`src/rtl/npu_mm_master.sv`:
```
`default_nettype none
// ============================================================================
// Module      : npu_mm_master
// Description : Avalon-MM initiator for the NPU register slave. It writes the
//               weight and input words of a job, then reads the result back.
// Revision    : 1.0 - initial release
// ============================================================================
module npu_mm_master #(
    parameter int READ_LATENCY = 1,
    parameter int W_CACHE      = 1,
    parameter int CNT_W        = 16
) (
    input  logic             clk,
    input  logic             rst,
    // job command port
    input  logic             cmd_valid,
    output logic             cmd_ready,
    input  logic [31:0]      cmd_w,
    input  logic [31:0]      cmd_x,
    // result port
    output logic             res_valid,
    input  logic             res_ready,
    output logic [31:0]      res_data,
    // Avalon-MM initiator
    output logic [1:0]       m_addr,
    output logic [31:0]      m_wdata,
    output logic             m_cs,
    output logic             m_read,
    output logic             m_write,
    input  logic [31:0]      m_rdata,
    // status
    output logic             busy,
    output logic [CNT_W-1:0] job_count
);

    typedef enum logic [2:0] {
        S_IDLE = 3'd0,
        S_WR_W = 3'd1,
        S_WR_X = 3'd2,
        S_RD   = 3'd3,
        S_WAIT = 3'd4,
        S_HOLD = 3'd5
    } state_t;

    localparam logic [2:0] c_last_wait = 3'(READ_LATENCY - 1);

    state_t      r_state;
    logic [31:0] r_w;
    logic [31:0] r_x;
    logic [31:0] r_cache_w;
    logic        r_cache_vld;
    logic [2:0]  r_wait;
    logic        w_hit;

    generate
        if (W_CACHE != 0) begin : g_cache
            assign w_hit = r_cache_vld && (cmd_w == r_cache_w);
        end else begin : g_no_cache
            assign w_hit = 1'b0;
        end
    endgenerate

    // Strobes are set one edge ahead, so the bus shows the action of the state
    // currently held in r_state.
    always_ff @(posedge clk) begin
        if (rst) begin
            r_state     <= S_IDLE;
            r_w         <= '0;
            r_x         <= '0;
            r_cache_w   <= '0;
            r_cache_vld <= 1'b0;
            r_wait      <= '0;
            cmd_ready   <= 1'b1;
            res_valid   <= 1'b0;
            res_data    <= '0;
            m_addr      <= '0;
            m_wdata     <= '0;
            m_cs        <= 1'b0;
            m_read      <= 1'b0;
            m_write     <= 1'b0;
            busy        <= 1'b0;
            job_count   <= '0;
        end else begin
            m_cs    <= 1'b0;
            m_read  <= 1'b0;
            m_write <= 1'b0;
            case (r_state)
                S_IDLE: begin
                    if (cmd_valid) begin
                        r_w       <= cmd_w;
                        r_x       <= cmd_x;
                        cmd_ready <= 1'b0;
                        busy      <= 1'b1;
                        m_cs      <= 1'b1;
                        m_write   <= 1'b1;
                        if (w_hit) begin
                            r_state <= S_WR_X;
                            m_addr  <= 2'd1;
                            m_wdata <= cmd_x;
                        end else begin
                            r_state <= S_WR_W;
                            m_addr  <= 2'd0;
                            m_wdata <= cmd_w;
                        end
                    end
                end
                S_WR_W: begin
                    r_cache_w   <= r_w;
                    r_cache_vld <= 1'b1;
                    r_state     <= S_WR_X;
                    m_cs        <= 1'b1;
                    m_write     <= 1'b1;
                    m_addr      <= 2'd1;
                    m_wdata     <= r_x;
                end
                S_WR_X: begin
                    r_state <= S_RD;
                    m_cs    <= 1'b1;
                    m_read  <= 1'b1;
                    m_addr  <= 2'd2;
                end
                S_RD: begin
                    r_wait  <= '0;
                    r_state <= S_WAIT;
                end
                S_WAIT: begin
                    // Read data is valid only in the last latency cycle.
                    if (r_wait == c_last_wait) begin
                        res_data  <= m_rdata;
                        res_valid <= 1'b1;
                        r_state   <= S_HOLD;
                    end else begin
                        r_wait <= r_wait + 3'd1;
                    end
                end
                S_HOLD: begin
                    if (res_ready) begin
                        res_valid <= 1'b0;
                        job_count <= job_count + CNT_W'(1);
                        cmd_ready <= 1'b1;
                        busy      <= 1'b0;
                        r_state   <= S_IDLE;
                    end
                end
                default: begin
                    r_state   <= S_IDLE;
                    res_valid <= 1'b0;
                    cmd_ready <= 1'b1;
                    busy      <= 1'b0;
                end
            endcase
        end
    end

endmodule
`default_nettype wire
```
`config.mk`:
```
export PLATFORM = sky130hd
export DESIGN_NAME = npu_mm_master
export DESIGN_NICKNAME = d
export VERILOG_FILES = /design/src/rtl/npu_mm_master.sv
export SDC_FILE = /design/constraint.sdc
export NUM_CORES = 1
export LEC_CHECK = 0
export ABC_AREA = 1
export CORE_ASPECT_RATIO = 0.5
export CORE_MARGIN = 2
export CORE_UTILIZATION = 50
export DETAILED_ROUTE_END_ITERATION = 16
export GPL_ROUTABILITY_DRIVEN = 1
export PLACE_DENSITY = 0.8
export SYNTH_ARGS = -nofsm -noshare
export SYNTH_HDL_FRONTEND = slang
export SYNTH_SLANG_ARGS = --single-unit
```
`constraint.sdc`:
```
create_clock -name clk -period 1.98 [get_ports clk]
set_input_delay 0.495 -clock clk [delete_from_list [all_inputs] [get_ports clk]]
set_output_delay 0.495 -clock clk [all_outputs]
set_load 0.01 [all_outputs]
```
==> insert_results.sql <==
INSERT INTO impl_metrics (metric_group, metric, value, unit) VALUES
('logic_synthesis', 'synthDominantCellAreaShare', '46.2', '%'),
('status', 'run_status', 'complete, no violations', ''),
('min_path', 'min-delay-path-class', 'in -> reg', ''),
('global_route', 'vias_in_the_first_global_route', '7646', ''),
('logic_synthesis', 'synth.largest_area_cell', 'dfxtp_1', ''),
('placement', 'place_inst', '1568', ''),
('logic_synthesis', 'synth_commonest_cells', 'nand2_1 (214), dfxtp_1 (191), inv_1 (153)', ''),
('layout', 'layout_cells_sized_above_1', '10.6', '%'),
('worst_setup_path', 'critical_path.slowest_cell', 'clkdlybuf4s50_1', ''),
('run', 'drv.max_cap_violation_count', '0', ''),
('layout', 'layout.cells.non_filler', '1605', ''),
('logic_synthesis', 'ys_seq_area_share', '46.2', '%'),
('layout', 'finalInstanceArea', '0.0114', 'mm2'),
('logic_synthesis', 'async_reset_ff_share', '0', '%'),
('worst_setup_path', 'critical-path-max-stage-delay', '0.57', 'ns'),
('route', 'via_per_inst', '5.13', ''),
('logic_synthesis', 'synth_seq_cells', '191', ''),
('logic_synthesis', 'synth_most_common_cell', 'nand2_1', ''),
('worst_setup_path', 'worstPathCellList', 'clkdlybuf4s50_1', ''),
('global_route', 'grt_overflow_total', '0', ''),
('worst_setup_path', 'crit_cells', '1', ''),
('logic_synthesis', 'synthesis.area', '0.00827', 'mm2'),
('sta', 'finalSetupViolCount', '0', ''),
('clock_network', 'htreeDepth', '4', ''),
('global_route', 'grt_max_degree', '51', ''),
('global_route', 'antenna_found_initial', '0', ''),
('pwr', 'vdd_drop_max', '0.000723', 'V'),
('floorplanning', 'floorplan.die.width', '186', 'um'),
('pwr', 'power_leakage', '0.00504', 'uW'),
('placement', 'numPortBuffers', '187', ''),
('min_path', 'hold_path_depth', '3', ''),
('sta', 'grt_setup_unrepaired', 'true', ''),
('worst_setup_path', 'path_class', 'reg -> out', ''),
('sta', 'timing_limited_maximum_frequency', '519', 'MHz'),
('logic_synthesis', 'gate_count_of_the_mapped_netlist', '1163', ''),
('pwr', 'power.density', '985', 'mW/mm2'),
('clock_network', 'clock_latency_at_the_later_pin_of_the_worst_skew_pair', '0.44', 'ns'),
('placement', 'finalWeightedCongestion', '0.870', ''),
('global_route', 'wire_length_of_the_first_global_routing_pass', '35400', 'um'),
('route', 'drt.antenna.violating_nets', '0', ''),
('logic_synthesis', 'post_synth_main_area_contributors', 'dfxtp_1 (46%), nand2_1 (9.7%), o21ai_0 (8.9%), a21oi_1 (8.8%), inv_1 (6.9%)', ''),
('clock_network', 'cts_root_buf', 'clkbuf_16', ''),
('sta', 'hold_viol_final', '0', ''),
('sta', 'hold-worst-slack', '0.388', 'ns'),
('floorplanning', 'starting_density', '50.8', '%'),
('clock_network', 'cts_inserted_buffers', '17', ''),
('logic_synthesis', 'synth_warnings', '0', ''),
('route', 'vias', '8236', ''),
('floorplanning', 'rows', '33', ''),
('logic_synthesis', 'postSynth.topFlopCell', 'dfxtp_1', ''),
('worst_setup_path', 'r2r.worst_path.cells', '12', ''),
('placement', 'hpwl', '15600', 'um'),
('layout', 'final_nets', '1468', ''),
('route', 'drc', '0', ''),
('layout', 'area_growth_syn_to_layout', '38.2', '%'),
('sta', 'final.period_utilization', '97.4', '%'),
('worst_setup_path', 'worst_path_dominant_cell_family', 'buffers and inverters', ''),
('clock_network', 'cts.sink_count', '191', ''),
('route', 'drt_total_wl', '22800', 'um'),
('worst_setup_path', 'crit_required', '1.48', 'ns'),
('sta', 'min_period', '1.93', 'ns'),
('floorplanning', 'ios', '188', ''),
('floorplanning', 'die_height', '94.9', 'um'),
('worst_setup_path', 'arrival', '1.43', 'ns'),
('clock_network', 'tritoncts', 'yes', ''),
('worst_setup_path', 'timing.critical_path.fanout_max', '5', ''),
('logic_synthesis', 'synth-edff-count', '0', ''),
('worst_setup_path', 'end_kind', 'output port', ''),
('floorplanning', 'design.core.area', '0.0163', 'mm2'),
('clock_network', 'worst_setup_hold_path_clk_slew', '0.08', 'ns'),
('sta', 'tightest_pin_transition', '0.599', 'ns');
-- cell usage in the layout, fill, tap and decap left out, types with 2 or more instances in the layout --
cell	synthesis	routed
a21oi_1	145	145
a31oi_1	2	2
buf_12	0	10
buf_4	3	49
buf_6	7	2
clkbuf_16	0	19
clkdlybuf4s50_1	0	161
clkinv_2	0	2
clkinv_4	0	3
clkinvlp_4	0	2
dfxtp_1	191	187
dfxtp_2	0	4
dlymetal6s2s_1	0	25
ha_1	3	3
inv_1	153	148
inv_2	10	14
inv_6	0	4
inv_8	0	3
nand2_1	214	212
nand2_2	3	5
nand3_1	75	71
nand3_2	1	5
nand3_4	2	2
nand4_1	6	6
nor2_1	106	101
nor2_2	5	8
nor2_4	5	7
nor3_1	5	5
o21ai_0	147	147
o21ai_1	6	6
xnor2_1	8	6
xnor2_2	0	2
-- power breakdown --
group | total (uW) | switching [uW] | internal, uW
Clock | 3380 | 1600 | 1780
Sequential | 4850 | 349 | 4500
Combinational | 3030 | 1700 | 1320
Total | 11300 | 3660 | 7600
-- per-layer routing --
| metal | part of all wire, % | track usage (%) |
|---|---|---|
| met1 | 44 | 30.4 |
| met4 | 1.7 | 9.51 |
| met2 | 48 | 44.7 |
| met5 | 0 | 0 |
| met3 | 7.0 | 5.48 |
-- flip-flops by register name, indices dropped and copies added, names as in the netlist, 2 cells and up --
register,flops
m_addr,2
r_wait,3
r_w,32
res_data,32
m_wdata,32
r_x,32
job_count,16
r_state,3
r_cache_w,32
-- layout make-up --
cell class,instances,area [um2]
well taps,227,284
clock inverters,14,145
fillers,1300,4840
clock buffers,18,429
flip-flops and latches,191,3830
inverters,163,613
repair buffers,250,2570
multi-input cells,742,3560
-- per-stage QoR --
| stage | power (uW) | worst slack [ns] | setup TNS, ns |
|---|---|---|---|
| global placement | 7770 | -0.354 | -13.31 |
| detailed placement | 7890 | -0.410 | -14.50 |
| finish | 11300 | 0.0521 | 0 |
| CTS | 11300 | 0.0274 | 0 |
| global route | 11900 | -0.00753 | -0.0132 |
| floorplan | 6670 | 0.393 | 0 |
-- what timing repair did --
item	4_1_cts	5_1_grt
hold buffers	0	0
hold endpoints to repair	0	0
endpoints found under the setup margin	0	37
gates resized for setup	0	50
setup buffers	0	1
-- path summary, 6_finish.rpt --
kind,start,endpoint,slack (ns)
worst max-delay path,job_count[2],job_count[2],0.05
worst min-delay path,cmd_w[25],r_w[25],0.39
worst max register to register,r_cache_w[17],m_wdata[1],0.13
worst min register to register,r_cache_w[23],r_cache_w[23],0.47
-- kinds of logic (layout without fill, tap and decap cells) --
family,after synthesis,count (layout),share of synthesized area (%)
simple gates,427,427,22.4
compound gates,304,304,18.6
buf+inv,230,445,11.5
flops,191,191,46.2
xor+xnor,8,8,0.847
fa+ha+maj,3,3,0.454
Power figures use the tool's default switching activity.
